<file path="src/rtl/xif_coproc_alu_if.sv">
// ----------------------------------------------------------------------------
// xif_coproc_alu_if
// Bundle of the eXtension-interface signals exchanged between the srv32 core
// and the xif_coproc_alu coprocessor (issue, register, commit and result
// channels).
//
// Modports:
//   master : core side; drives issue/register/commit requests and result_ready
//   slave  : coprocessor side; drives the issue response, register_ready and
//            the result channel
//
// Signals:
//   issue_valid/ready, issue_instr[31:0], issue_id, issue_accept,
//   issue_writeback
//   register_valid/ready, register_id, register_rs1/rs2[31:0],
//   register_rs_valid[1:0]
//   commit_valid, commit_id, commit_kill
//   result_valid/ready, result_id, result_data[31:0], result_rd[4:0],
//   result_we, result_exc
// ----------------------------------------------------------------------------
interface xif_coproc_alu_if #(
    parameter int X_ID_WIDTH = 4
);
    // Issue channel
    logic                  issue_valid;
    logic                  issue_ready;
    logic [31:0]           issue_instr;
    logic [X_ID_WIDTH-1:0] issue_id;
    logic                  issue_accept;
    logic                  issue_writeback;

    // Register (operand) channel
    logic                  register_valid;
    logic                  register_ready;
    logic [X_ID_WIDTH-1:0] register_id;
    logic [31:0]           register_rs1;
    logic [31:0]           register_rs2;
    logic [1:0]            register_rs_valid;

    // Commit channel (no ready: the coprocessor must always observe it)
    logic                  commit_valid;
    logic [X_ID_WIDTH-1:0] commit_id;
    logic                  commit_kill;

    // Result channel
    logic                  result_valid;
    logic                  result_ready;
    logic [X_ID_WIDTH-1:0] result_id;
    logic [31:0]           result_data;
    logic [4:0]            result_rd;
    logic                  result_we;
    logic                  result_exc;

    modport master (
        output issue_valid, issue_instr, issue_id,
        input  issue_ready, issue_accept, issue_writeback,
        output register_valid, register_id, register_rs1, register_rs2,
               register_rs_valid,
        input  register_ready,
        output commit_valid, commit_id, commit_kill,
        input  result_valid, result_id, result_data, result_rd, result_we,
               result_exc,
        output result_ready
    );

    modport slave (
        input  issue_valid, issue_instr, issue_id,
        output issue_ready, issue_accept, issue_writeback,
        input  register_valid, register_id, register_rs1, register_rs2,
               register_rs_valid,
        output register_ready,
        input  commit_valid, commit_id, commit_kill,
        output result_valid, result_id, result_data, result_rd, result_we,
               result_exc,
        input  result_ready
    );
endinterface

</file>
<file path="src/rtl/xif_coproc_alu.sv">
// ----------------------------------------------------------------------------
// xif_coproc_alu
// Coprocessor responder for custom-0 instructions offloaded over the
// eXtension interface. One instruction is in flight at a time: it is issued,
// waits for its operands and commit decision, executes (MINU, MAXU, ABSDIFF
// in one step, MULLO as a 32-cycle shift-and-add) and is returned on the
// result channel.
//
// Ports:
//   clk_i    : clock
//   resetb_i : asynchronous active-low reset; drops any in-flight instruction
//   xif      : eXtension interface, slave side (see xif_coproc_alu_if)
// ----------------------------------------------------------------------------
module xif_coproc_alu #(
    parameter int X_ID_WIDTH = 4
) (
    input  logic            clk_i,
    input  logic            resetb_i,
    xif_coproc_alu_if.slave xif
);

    typedef enum logic [1:0] {
        IDLE = 2'd0,
        WAIT = 2'd1,
        EXEC = 2'd2,
        RESP = 2'd3
    } state_e;

    localparam logic [6:0] OPCODE_CUSTOM0 = 7'b0001011;
    localparam logic [1:0] OP_MINU        = 2'd0;
    localparam logic [1:0] OP_MAXU        = 2'd1;
    localparam logic [1:0] OP_ABSDIFF     = 2'd2;
    localparam logic [1:0] OP_MULLO       = 2'd3;

    state_e                state_q, state_d;
    logic [X_ID_WIDTH-1:0] id_q, id_d;
    logic [1:0]            op_q, op_d;
    logic [4:0]            rd_q, rd_d;
    logic                  writeback_q, writeback_d;
    logic                  ops_q, ops_d;
    logic                  committed_q, committed_d;
    logic [31:0]           rs1_q, rs1_d;
    logic [31:0]           rs2_q, rs2_d;
    logic [31:0]           acc_q, acc_d;
    logic [31:0]           mcand_q, mcand_d;
    logic [31:0]           mplier_q, mplier_d;
    logic [4:0]            cnt_q, cnt_d;
    logic [31:0]           resultData_q, resultData_d;

    logic [6:0]            instrOpcode;
    logic [4:0]            instrRd;
    logic [2:0]            instrFunct3;
    logic [6:0]            instrFunct7;
    logic                  decodeOk;
    logic                  issueFire;
    logic                  opCapture;
    logic                  commitHit;
    logic                  commitNow;
    logic [31:0]           opA;
    logic [31:0]           opB;
    logic [31:0]           accSum;
    logic                  unusedInstrBits;

    // One-step unsigned operations; MULLO is handled by the EXEC loop.
    function automatic logic [31:0] aluSimple(input logic [1:0]  op,
                                              input logic [31:0] a,
                                              input logic [31:0] b);
        logic [31:0] res;
        res = 32'd0;
        case (op)
            OP_MINU:    res = (a < b) ? a : b;
            OP_MAXU:    res = (a > b) ? a : b;
            OP_ABSDIFF: res = (a > b) ? (a - b) : (b - a);
            default:    res = 32'd0;
        endcase
        return res;
    endfunction

    // Instruction field extraction; the rs1/rs2 register specifiers are not
    // needed because the core delivers the operand values separately.
    assign instrOpcode     = xif.issue_instr[6:0];
    assign instrRd         = xif.issue_instr[11:7];
    assign instrFunct3     = xif.issue_instr[14:12];
    assign instrFunct7     = xif.issue_instr[31:25];
    assign unusedInstrBits = ^xif.issue_instr[24:15];

    // funct3 values 0..3 are the only implemented operations.
    assign decodeOk = (instrOpcode == OPCODE_CUSTOM0) &&
                      (instrFunct7 == 7'd0) && !instrFunct3[2];

    // Zero-latency issue response, valid whenever an instruction is offered.
    assign xif.issue_accept    = xif.issue_valid & decodeOk;
    assign xif.issue_writeback = xif.issue_valid & decodeOk & (instrRd != 5'd0);
    assign xif.issue_ready     = (state_q == IDLE);
    assign issueFire           = xif.issue_valid & xif.issue_ready & decodeOk;

    assign xif.register_ready = (state_q == WAIT) && !ops_q;

    // Result fields come straight from registers so they hold still under
    // backpressure and read as zero out of reset.
    assign xif.result_valid = (state_q == RESP);
    assign xif.result_id    = id_q;
    assign xif.result_rd    = rd_q;
    assign xif.result_we    = writeback_q;
    assign xif.result_data  = resultData_q;
    assign xif.result_exc   = 1'b0;

    // State and datapath registers. Reset clears everything, which both
    // abandons an in-flight instruction and gives the zero result outputs.
    always_ff @(posedge clk_i or negedge resetb_i) begin
        if (!resetb_i) begin
            state_q      <= IDLE;
            id_q         <= '0;
            op_q         <= 2'd0;
            rd_q         <= 5'd0;
            writeback_q  <= 1'b0;
            ops_q        <= 1'b0;
            committed_q  <= 1'b0;
            rs1_q        <= 32'd0;
            rs2_q        <= 32'd0;
            acc_q        <= 32'd0;
            mcand_q      <= 32'd0;
            mplier_q     <= 32'd0;
            cnt_q        <= 5'd0;
            resultData_q <= 32'd0;
        end else begin
            state_q      <= state_d;
            id_q         <= id_d;
            op_q         <= op_d;
            rd_q         <= rd_d;
            writeback_q  <= writeback_d;
            ops_q        <= ops_d;
            committed_q  <= committed_d;
            rs1_q        <= rs1_d;
            rs2_q        <= rs2_d;
            acc_q        <= acc_d;
            mcand_q      <= mcand_d;
            mplier_q     <= mplier_d;
            cnt_q        <= cnt_d;
            resultData_q <= resultData_d;
        end
    end

    // Next-state logic. In WAIT the operand capture and the commit are folded
    // in with the current flags so that an instruction whose last missing
    // piece arrives this cycle starts executing immediately. A kill takes
    // priority over an operand capture in the same cycle.
    always_comb begin
        state_d      = state_q;
        id_d         = id_q;
        op_d         = op_q;
        rd_d         = rd_q;
        writeback_d  = writeback_q;
        ops_d        = ops_q;
        committed_d  = committed_q;
        rs1_d        = rs1_q;
        rs2_d        = rs2_q;
        acc_d        = acc_q;
        mcand_d      = mcand_q;
        mplier_d     = mplier_q;
        cnt_d        = cnt_q;
        resultData_d = resultData_q;
        opCapture    = 1'b0;
        commitHit    = 1'b0;
        commitNow    = 1'b0;
        opA          = rs1_q;
        opB          = rs2_q;
        accSum       = acc_q + (mplier_q[0] ? mcand_q : 32'd0);

        case (state_q)
            IDLE: begin
                if (issueFire) begin
                    id_d        = xif.issue_id;
                    op_d        = instrFunct3[1:0];
                    rd_d        = instrRd;
                    writeback_d = (instrRd != 5'd0);
                    ops_d       = 1'b0;
                    committed_d = 1'b0;
                    state_d     = WAIT;
                end
            end

            WAIT: begin
                opCapture = xif.register_valid && !ops_q &&
                            (xif.register_id == id_q) &&
                            (xif.register_rs_valid == 2'b11);
                commitHit = xif.commit_valid && (xif.commit_id == id_q);

                if (opCapture) begin
                    rs1_d = xif.register_rs1;
                    rs2_d = xif.register_rs2;
                    ops_d = 1'b1;
                    opA   = xif.register_rs1;
                    opB   = xif.register_rs2;
                end

                if (commitHit && xif.commit_kill) begin
                    state_d = IDLE;
                end else begin
                    commitNow = committed_q || commitHit;
                    if (commitHit) begin
                        committed_d = 1'b1;
                    end
                    if ((ops_q || opCapture) && commitNow) begin
                        if (op_q == OP_MULLO) begin
                            acc_d    = 32'd0;
                            mcand_d  = opA;
                            mplier_d = opB;
                            cnt_d    = 5'd0;
                            state_d  = EXEC;
                        end else begin
                            resultData_d = aluSimple(op_q, opA, opB);
                            state_d      = RESP;
                        end
                    end
                end
            end

            EXEC: begin
                acc_d    = accSum;
                mcand_d  = {mcand_q[30:0], 1'b0};
                mplier_d = {1'b0, mplier_q[31:1]};
                cnt_d    = cnt_q + 5'd1;
                if (cnt_q == 5'd31) begin
                    resultData_d = accSum;
                    state_d      = RESP;
                end
            end

            RESP: begin
                if (xif.result_ready) begin
                    state_d = IDLE;
                end
            end

            default: begin
                state_d = IDLE;
            end
        endcase
    end

endmodule

</file>
<file path="src/flat_wrapper.sv">
// flat-port wrapper written by rule: the top's interface ports become plain ports
module xif_coproc_alu_flat 
#(
    parameter int X_ID_WIDTH = 4
)
  (clk_i, resetb_i, xif_issue_valid, xif_issue_instr, xif_issue_id, xif_issue_ready, xif_issue_accept, xif_issue_writeback, xif_register_valid, xif_register_id, xif_register_rs1, xif_register_rs2, xif_register_rs_valid, xif_register_ready, xif_commit_valid, xif_commit_id, xif_commit_kill, xif_result_valid, xif_result_id, xif_result_data, xif_result_rd, xif_result_we, xif_result_exc, xif_result_ready);
  xif_coproc_alu_if #(.X_ID_WIDTH(X_ID_WIDTH)) xif_i ();
  input  logic clk_i;
  input  logic resetb_i;
  input wire logic [$bits(xif_i.issue_valid)-1:0] xif_issue_valid;
  input wire logic [$bits(xif_i.issue_instr)-1:0] xif_issue_instr;
  input wire logic [$bits(xif_i.issue_id)-1:0] xif_issue_id;
  output wire logic [$bits(xif_i.issue_ready)-1:0] xif_issue_ready;
  output wire logic [$bits(xif_i.issue_accept)-1:0] xif_issue_accept;
  output wire logic [$bits(xif_i.issue_writeback)-1:0] xif_issue_writeback;
  input wire logic [$bits(xif_i.register_valid)-1:0] xif_register_valid;
  input wire logic [$bits(xif_i.register_id)-1:0] xif_register_id;
  input wire logic [$bits(xif_i.register_rs1)-1:0] xif_register_rs1;
  input wire logic [$bits(xif_i.register_rs2)-1:0] xif_register_rs2;
  input wire logic [$bits(xif_i.register_rs_valid)-1:0] xif_register_rs_valid;
  output wire logic [$bits(xif_i.register_ready)-1:0] xif_register_ready;
  input wire logic [$bits(xif_i.commit_valid)-1:0] xif_commit_valid;
  input wire logic [$bits(xif_i.commit_id)-1:0] xif_commit_id;
  input wire logic [$bits(xif_i.commit_kill)-1:0] xif_commit_kill;
  output wire logic [$bits(xif_i.result_valid)-1:0] xif_result_valid;
  output wire logic [$bits(xif_i.result_id)-1:0] xif_result_id;
  output wire logic [$bits(xif_i.result_data)-1:0] xif_result_data;
  output wire logic [$bits(xif_i.result_rd)-1:0] xif_result_rd;
  output wire logic [$bits(xif_i.result_we)-1:0] xif_result_we;
  output wire logic [$bits(xif_i.result_exc)-1:0] xif_result_exc;
  input wire logic [$bits(xif_i.result_ready)-1:0] xif_result_ready;
  assign xif_i.issue_valid = xif_issue_valid;
  assign xif_i.issue_instr = xif_issue_instr;
  assign xif_i.issue_id = xif_issue_id;
  assign xif_issue_ready = xif_i.issue_ready;
  assign xif_issue_accept = xif_i.issue_accept;
  assign xif_issue_writeback = xif_i.issue_writeback;
  assign xif_i.register_valid = xif_register_valid;
  assign xif_i.register_id = xif_register_id;
  assign xif_i.register_rs1 = xif_register_rs1;
  assign xif_i.register_rs2 = xif_register_rs2;
  assign xif_i.register_rs_valid = xif_register_rs_valid;
  assign xif_register_ready = xif_i.register_ready;
  assign xif_i.commit_valid = xif_commit_valid;
  assign xif_i.commit_id = xif_commit_id;
  assign xif_i.commit_kill = xif_commit_kill;
  assign xif_result_valid = xif_i.result_valid;
  assign xif_result_id = xif_i.result_id;
  assign xif_result_data = xif_i.result_data;
  assign xif_result_rd = xif_i.result_rd;
  assign xif_result_we = xif_i.result_we;
  assign xif_result_exc = xif_i.result_exc;
  assign xif_i.result_ready = xif_result_ready;
  xif_coproc_alu #(.X_ID_WIDTH(X_ID_WIDTH)) u_core (.clk_i(clk_i), .resetb_i(resetb_i), .xif(xif_i));
endmodule
</file>
<file path="config.mk">
export PLATFORM = sky130hd
export DESIGN_NAME = xif_coproc_alu_flat
export DESIGN_NICKNAME = d
export VERILOG_FILES = /design/src/rtl/xif_coproc_alu_if.sv /design/src/rtl/xif_coproc_alu.sv /design/src/flat_wrapper.sv
export SDC_FILE = /design/constraint.sdc
export NUM_CORES = 1
export LEC_CHECK = 0
export CORE_ASPECT_RATIO = 1.2
export CORE_UTILIZATION = 45
export CTS_BUF_LIST = sky130_fd_sc_hd__clkbuf_16
export DETAILED_ROUTE_END_ITERATION = 16
export MAX_ROUTING_LAYER = met4
export PLACE_DENSITY = 0.71
export SYNTH_ARGS = -nofsm -noshare
export SYNTH_HDL_FRONTEND = slang
export SYNTH_SLANG_ARGS = --single-unit
</file>
<file path="constraint.sdc">
create_clock -name clk_i -period 5 [get_ports clk_i]
set_input_delay 1 -clock clk_i [delete_from_list [all_inputs] [get_ports clk_i]]
set_output_delay 1 -clock clk_i [all_outputs]
set_load 0.05 [all_outputs]
</file>
* Word-level counts from Yosys, hierarchy flattened *
Cells that the tools add are included.

cells by class
  add/subtract/negate cells = 4
  multiplexer cells = 43
  equality and inequality tests = 21
  magnitude comparators = 2
  reductions and logical operators = 25
  bitwise logic cells = 4

operators by type and width
  operator                                             count
  2-to-1 mux 32 bit                                    21
  case mux 32 bit (2 select lines)                     4
  case mux 32 bit (3 select lines)                     1
  subtractor 32 bit                                    2
  adder 32 bit                                         1
  > comparator 32 bit                                  1
  less-than comparator 32 bit                          1
  2-to-1 mux 5 bit                                     3
  != test 2 bit, second input constant                 7
  AND reduction 4 bit                                  3
  equality test 2 bit, second input constant           5
  2-to-1 mux 2 bit                                     5
  case mux 5 bit (2 select lines)                      1
  logical AND 1 bit                                    9
  equality test 4 bit                                  2
  case mux 2 bit (4 select lines)                      1
  equality test 7 x 4 -> 1 bit, second input constant  1
  zero test 7 bit                                      1
  adder 5 x 1 -> 5 bit, second input constant          1
  equality test 5 bit, second input constant           1
  2-to-1 mux 1 bit                                     5
  AND reduction 5 bit                                  1
  nonzero test 5 bit                                   1
  bitwise AND 1 bit                                    4
  other kinds (10)                                     17

word-level totals
  flip-flop bits (word level) = 213
  logic and storage cells = 113
  input bits = 117
  output and inout bits = 48

* Logic depth before layout (Yosys ltp) *
Gate-level depths: netlist (run 1).

  depth in word-level cells = 13
  mapped depth = 25
  gate-level depth less buffers = 18

* Worst setup path before layout (run 1) *
Ideal clock, no wire load.

  path kind = input-to-reg
  start point = in xif_register_id[3]
  end point = reg u_core.resultData_q[8], in the netlist u_core.xif.result_data[8]
  setup time = 0.133 ns
  buffers on the path = 6
  arrival = 6.023 ns
  slack = -1.156 ns
  required time = 4.867 ns
  stages on the path = 23
  path through = xnor2_1 and3_1 buf_2 buf_2 nand2_1 buf_2 buf_2 buf_2 mux2i_1 inv_1 ha_1 buf_4 nand4_2 or4_4 or3_1 a2111o_1 o311a_4 nor2_8 mux2_4 o221ai_2 xor2_1 a2111oi_0 nor2_1

between the ends
  longest elaborated chain between the ends = 12
  elaborated cells between the ends (all ways) = 23
  those cells by class = add/sub (2); order compare (2); eq/ne (2); mux (12); reduce/logical (5)

ends and longest elaborated chain
  what                                       RTL line                                                          source
  start, declared                            flat_wrapper.sv:17                                                input wire logic [$bits(xif_i.register_id)-1:0] xif_register_id;
  equality test 4 bit (*)                    xif_coproc_alu.sv:185                                             (xif.register_id == id_q) &&
  logical AND 1 bit (*)                      xif_coproc_alu.sv:184                                             opCapture = xif.register_valid && !ops_q &&
  logical AND 1 bit (*)                      xif_coproc_alu.sv:185
  2-to-1 mux 32 bit                          xif_coproc_alu.sv:189                                             if (opCapture) begin
  2-to-1 mux 32 bit                          xif_coproc_alu.sv:170                                             case (state_q)
  subtractor 32 bit (tied with other cells)  xif_coproc_alu.sv:73                                              OP_ABSDIFF: res = (a > b) ? (a - b) : (b - a);
  2-to-1 mux 32 bit (on tied branches)       xif_coproc_alu.sv:73, xif_coproc_alu.sv:71, xif_coproc_alu.sv:72
  case mux 32 bit (3 select lines)           xif_coproc_alu.sv:70                                              case (op)
  2-to-1 mux 32 bit                          xif_coproc_alu.sv:205                                             if (op_q == OP_MULLO) begin
  2-to-1 mux 32 bit                          xif_coproc_alu.sv:204                                             if ((ops_q || opCapture) && commitNow) begin
  2-to-1 mux 32 bit                          xif_coproc_alu.sv:197                                             if (commitHit && xif.commit_kill) begin
  case mux 32 bit (2 select lines)           xif_coproc_alu.sv:170
  end signal, assigned                       xif_coproc_alu.sv:140                                             resultData_q <= resultData_d;
  end, declared                              xif_coproc_alu.sv:48                                              logic [31:0] resultData_q, resultData_d;

Mark *: on every way between the ends. The rest lies on a longest branch, timed or not. The select of a mux whose other input is x is not followed.
A chain may end at the register's enable or synchronous reset.

* Worst setup path in the final report (run 1) *
  start point = in xif_register_rs_valid[1]
  end point = reg u_core.resultData_q[31], in the netlist u_core.xif.result_data[31]

between the ends
  longest elaborated chain between the ends = 11
  elaborated cells between the ends (all ways) = 22
  those cells by class = add/sub (2); order compare (2); eq/ne (2); mux (12); reduce/logical (4)

ends and longest elaborated chain
  what                                       RTL line                                                          source
  start, declared                            flat_wrapper.sv:20                                                input wire logic [$bits(xif_i.register_rs_valid)-1:0] xif_register_rs_valid;
  equality test 2 bit (*)                    xif_coproc_alu.sv:186                                             (xif.register_rs_valid == 2'b11);
  logical AND 1 bit (*)                      xif_coproc_alu.sv:185
  2-to-1 mux 32 bit                          xif_coproc_alu.sv:189
  2-to-1 mux 32 bit                          xif_coproc_alu.sv:170
  subtractor 32 bit (tied with other cells)  xif_coproc_alu.sv:73
  2-to-1 mux 32 bit (on tied branches)       xif_coproc_alu.sv:73, xif_coproc_alu.sv:71, xif_coproc_alu.sv:72
  case mux 32 bit (3 select lines)           xif_coproc_alu.sv:70
  2-to-1 mux 32 bit                          xif_coproc_alu.sv:205
  2-to-1 mux 32 bit                          xif_coproc_alu.sv:204
  2-to-1 mux 32 bit                          xif_coproc_alu.sv:197
  case mux 32 bit (2 select lines)           xif_coproc_alu.sv:170

Marks and branches as above.

==> out/summary.txt, run 1 <==
Most instantiated flip-flop cell in the synthesis netlist = dfrtp_1
Final setup vio count = 0
Post-layout util = 62.14%
Total Nets Final = 2571
IR drop worst, VDD = 529.0 uV
Post-route worst setup slack = 0.1367 ns
Cells after Synth = 1969
Class of the tightest hold or removal check = in -> async
Drt total wl = 58090 um
Critical register-to-register path endpoint = u_core.xif.result_data[31]
Proportion of synthesized flip-flops having asynchronous set or reset = 100.0%
Number of different library cells in the post-synthesis netlist = 92
Final period demand of the worst path = 4.863 ns
Clock skew = 0.01277 ns
X dimension of the die = 173.8 um
Largest fanout on the critical path = 13
Final global-route overflow total = 0
Leading cell types in the layout, fill and taps excluded = buf_4 (324), a21oi_1 (224), nor2_1 (223), nand2_1 (216), dfrtp_1 (213)
Clock Tree Buf Depth = 3
Iteration count of the initial detailed-routing pass = 5
Max-Slew Margin vs Limit = 16.82%
DIE HEIGHT = 208.1 um
Final number of max-transition violations = 0
Outcome = finished clean
Static leakage power = 9.876 nW
Nature of the critical path startpoint = input port
Clock latency reported for the late side of the worst-skew pair = 0.54 ns
Worst Setup Path Type = in -> reg
Register-to-register path setup slack = 0.17 ns
Final worst path period share = 97.27%
Final RePlAce weighted congestion = 0.9817
Mean Syn Cell Area = 8.091 sq um
Post-route standard cell area excluding fillers = 0.02169 sq mm
Detailed-route via count = 16260
Count of cells along the worst register-to-register path = 20
Average wire per cell in the routed design = 20.41 um
Number of rows in the core area = 75
Port bufs = 153
Worst-Margin Slew = 1.248 ns
Initial cell density of the core = 45.63%
Net count after synthesis = 2173
Number of failing hold endpoints at the final stage = 0
Number of buffers added by the clock tree synthesis step = 25
Setup slack at placement = -1.038 ns
Most common cell after layout, fill and taps aside = buf_4
Starting DRT DRC Count = 1246
Placement Cell Area = 0.02027 sq mm
Layout fillers = 3078
Placeable core region = 0.03491 sq mm
Pin count of the biggest net entering global routing = 98
Antenna-violating nets left = 0
Power per unit of standard cell area = 847.8 mW/mm^2
Max_cap viols = 0
Proportion of synthesized chip area in sequential cells = 33.46%
Fraction of final layout cells with drive strength greater than 1 = 21.19%
EDFF count, synth = 0
Mean number of vias per cell = 5.714
TritonCTS Sinks = 213
Placed Cells incl. Taps = 2779
Global-route wire length before repair = 89750 um
Die area = 0.03616 sq mm
Setup repair after global routing missed its margin = no
Syn. warnings = 0
Syn-to-layout area delta = 36.17%
Worst Path Arrival = 5.28 ns
Maximum achievable frequency = 205.6 MHz
Number of synthesized register bits = 213
Overall power consumption = 18.39 mW
Boundary Pins = 165
Hold Slack = 0.4302 ns
Start point of the critical path = xif_register_rs_valid[1]
Via count of the first global-routing pass = 15780
Residual DRC count = 0
Cell area after synthesis = 0.01593 sq mm
Worst setup EP type = flop
Start of the worst register-to-register path = u_core.ops_q
Total half-perimeter wirelength after legalization and detailed placement = 45010 um
GR Util All Layers = 32.74%
Setup TNS = 0 ns
TritonCTS clock tree = yes
Required time at the worst-slack endpoint = 5.42 ns
Post-route non-filler standard cell count = 2846
Cell at the root of the clock tree = clkbuf_16
Clk slew on worst S/H paths = 0.06 ns
Antenna violations before repair = 1
H-Tree Level Count = 1
state kept, by name, summed over array words and instances (netlist names), 2 cells and up, named ones only:
name,cells
u_core.xif.result_id,4
u_core.rs1_q,32
u_core.mplier_q,32
u_core.xif.result_data,32
u_core.op_q,2
u_core.mcand_q,32
u_core.rs2_q,32
u_core.cnt_q,5
u_core.xif.result_rd,5
u_core.acc_q,32
synth_stat cells (7+ instances only):
| cell type | number | area share [%] |
|---|---|---|
| nand2_1 | 218 | 5.1 |
| a41oi_1 | 12 | 0.66 |
| a211oi_1 | 20 | 0.94 |
| xor2_1 | 23 | 1.3 |
| o22ai_1 | 12 | 0.47 |
| o31ai_1 | 11 | 0.52 |
| and2_1 | 42 | 1.6 |
| buf_2 | 16 | 0.50 |
| nand4_1 | 16 | 0.63 |
| nand2b_1 | 17 | 0.67 |
| a21o_1 | 39 | 1.8 |
| o21bai_1 | 10 | 0.47 |
| nor2b_1 | 31 | 1.2 |
| ha_1 | 85 | 6.7 |
| o211ai_1 | 21 | 0.99 |
| a31oi_1 | 24 | 0.94 |
| dfrtp_1 | 213 | 33 |
| nor3_1 | 22 | 0.69 |
| inv_1 | 79 | 1.9 |
| nand3b_1 | 8 | 0.38 |
| a21oi_1 | 225 | 7.1 |
| a2111oi_0 | 7 | 0.38 |
| and3_1 | 12 | 0.47 |
| nor2_1 | 225 | 5.3 |
| o21ai_1 | 19 | 0.60 |
| nand3_1 | 16 | 0.50 |
| clkbuf_1 | 100 | 2.4 |
| o21a_1 | 14 | 0.66 |
| mux2i_1 | 79 | 5.0 |
| o21ai_0 | 145 | 4.6 |
| mux2_2 | 18 | 1.3 |
| xnor2_1 | 35 | 1.9 |
cell families (layout without fill, tap and decap cells):
group / count (synthesis) / in the layout / synth area share (%)
flops: 213 / 213 / 33.46
mux: 100 / 100 / 6.472
other cells: 1 / 2 / 0.02354
buf+inv: 206 / 620 / 5.286
xor+xnor: 58 / 58 / 3.189
fa+ha+maj: 87 / 87 / 6.927
compound gates: 652 / 652 / 25.69
simple gates: 652 / 652 / 18.95
final cells by class:
class	instances	area, sq um	area share [%]
timing repair buffer	497	4297	19.81
antenna	1	2.502	0.01154
sequential	213	5330	24.57
inverter	80	300.3	1.384
clock inverter	18	196.4	0.9056
clock buffer	25	625.6	2.884
tap	462	578.1	2.665
multi-input combinational	1550	10360	47.77
worst max path at each step:
stage,endpoint,slack [ns],depth (start not counted)
3_5_place_dp,u_core.xif.result_data[27],-1.04,22
5_1_grt,u_core.xif.result_data[8],0.0001,24
6_report,u_core.xif.result_data[31],0.14,21
3_3_place_gp,u_core.xif.result_data[27],-1.01,21
4_1_cts,u_core.xif.result_data[2],0.001,21
2_1_floorplan,u_core.xif.result_data[8],-0.49,23
power breakdown:
part,switching (mW),internal [mW]
combinational,7.47,6.30
sequential,0.427,2.31
clock,0.766,1.11
total,8.67,9.73
worst max-delay path, stage by stage:
cell	delay [ns]
clkbuf_2	0.09
nand4b_1	0.21
nor2_4	0.24
nand2_8	0.10
buf_12	0.14
buf_16	0.14
mux2i_4	0.17
inv_2	0.07
ha_4	0.28
nand4_4	0.09
or4_4	0.44
or3_4	0.42
a2111o_1	0.47
o311a_4	0.22
o21ai_4	0.17
o21a_1	0.19
buf_6	0.18
nand2_1	0.09
a311o_1	0.33
a31oi_1	0.14
a21oi_1	0.09
timing repair:
item	4_1_cts	5_1_grt
resized for setup	47	51
pin swaps	21	22
setup buffers	14	9
hold buffers	0	0
cloned	2	0
hold endpoints to repair	0	0
endpoints found under the setup margin	29	29
layer usage:
metal | track usage, % | vias up | wire, um
li1 | - | 7847 | -
met2 | 48.18 | 537 | 25150
met4 | 9.165 | 0 | 1531
met5 | - | - | 0
met3 | 3.947 | 87 | 3619
met1 | 47.18 | 7791 | 27790
No activity file was read; power rests on OpenSTA's default activity.
==> inputs of run 2 (changes only) <==
- HOLD_SLACK_MARGIN: not set -> 0.12
==> results of run 2 <==
Same layout as run 1: the final DEF is identical, and so are final timing and power.
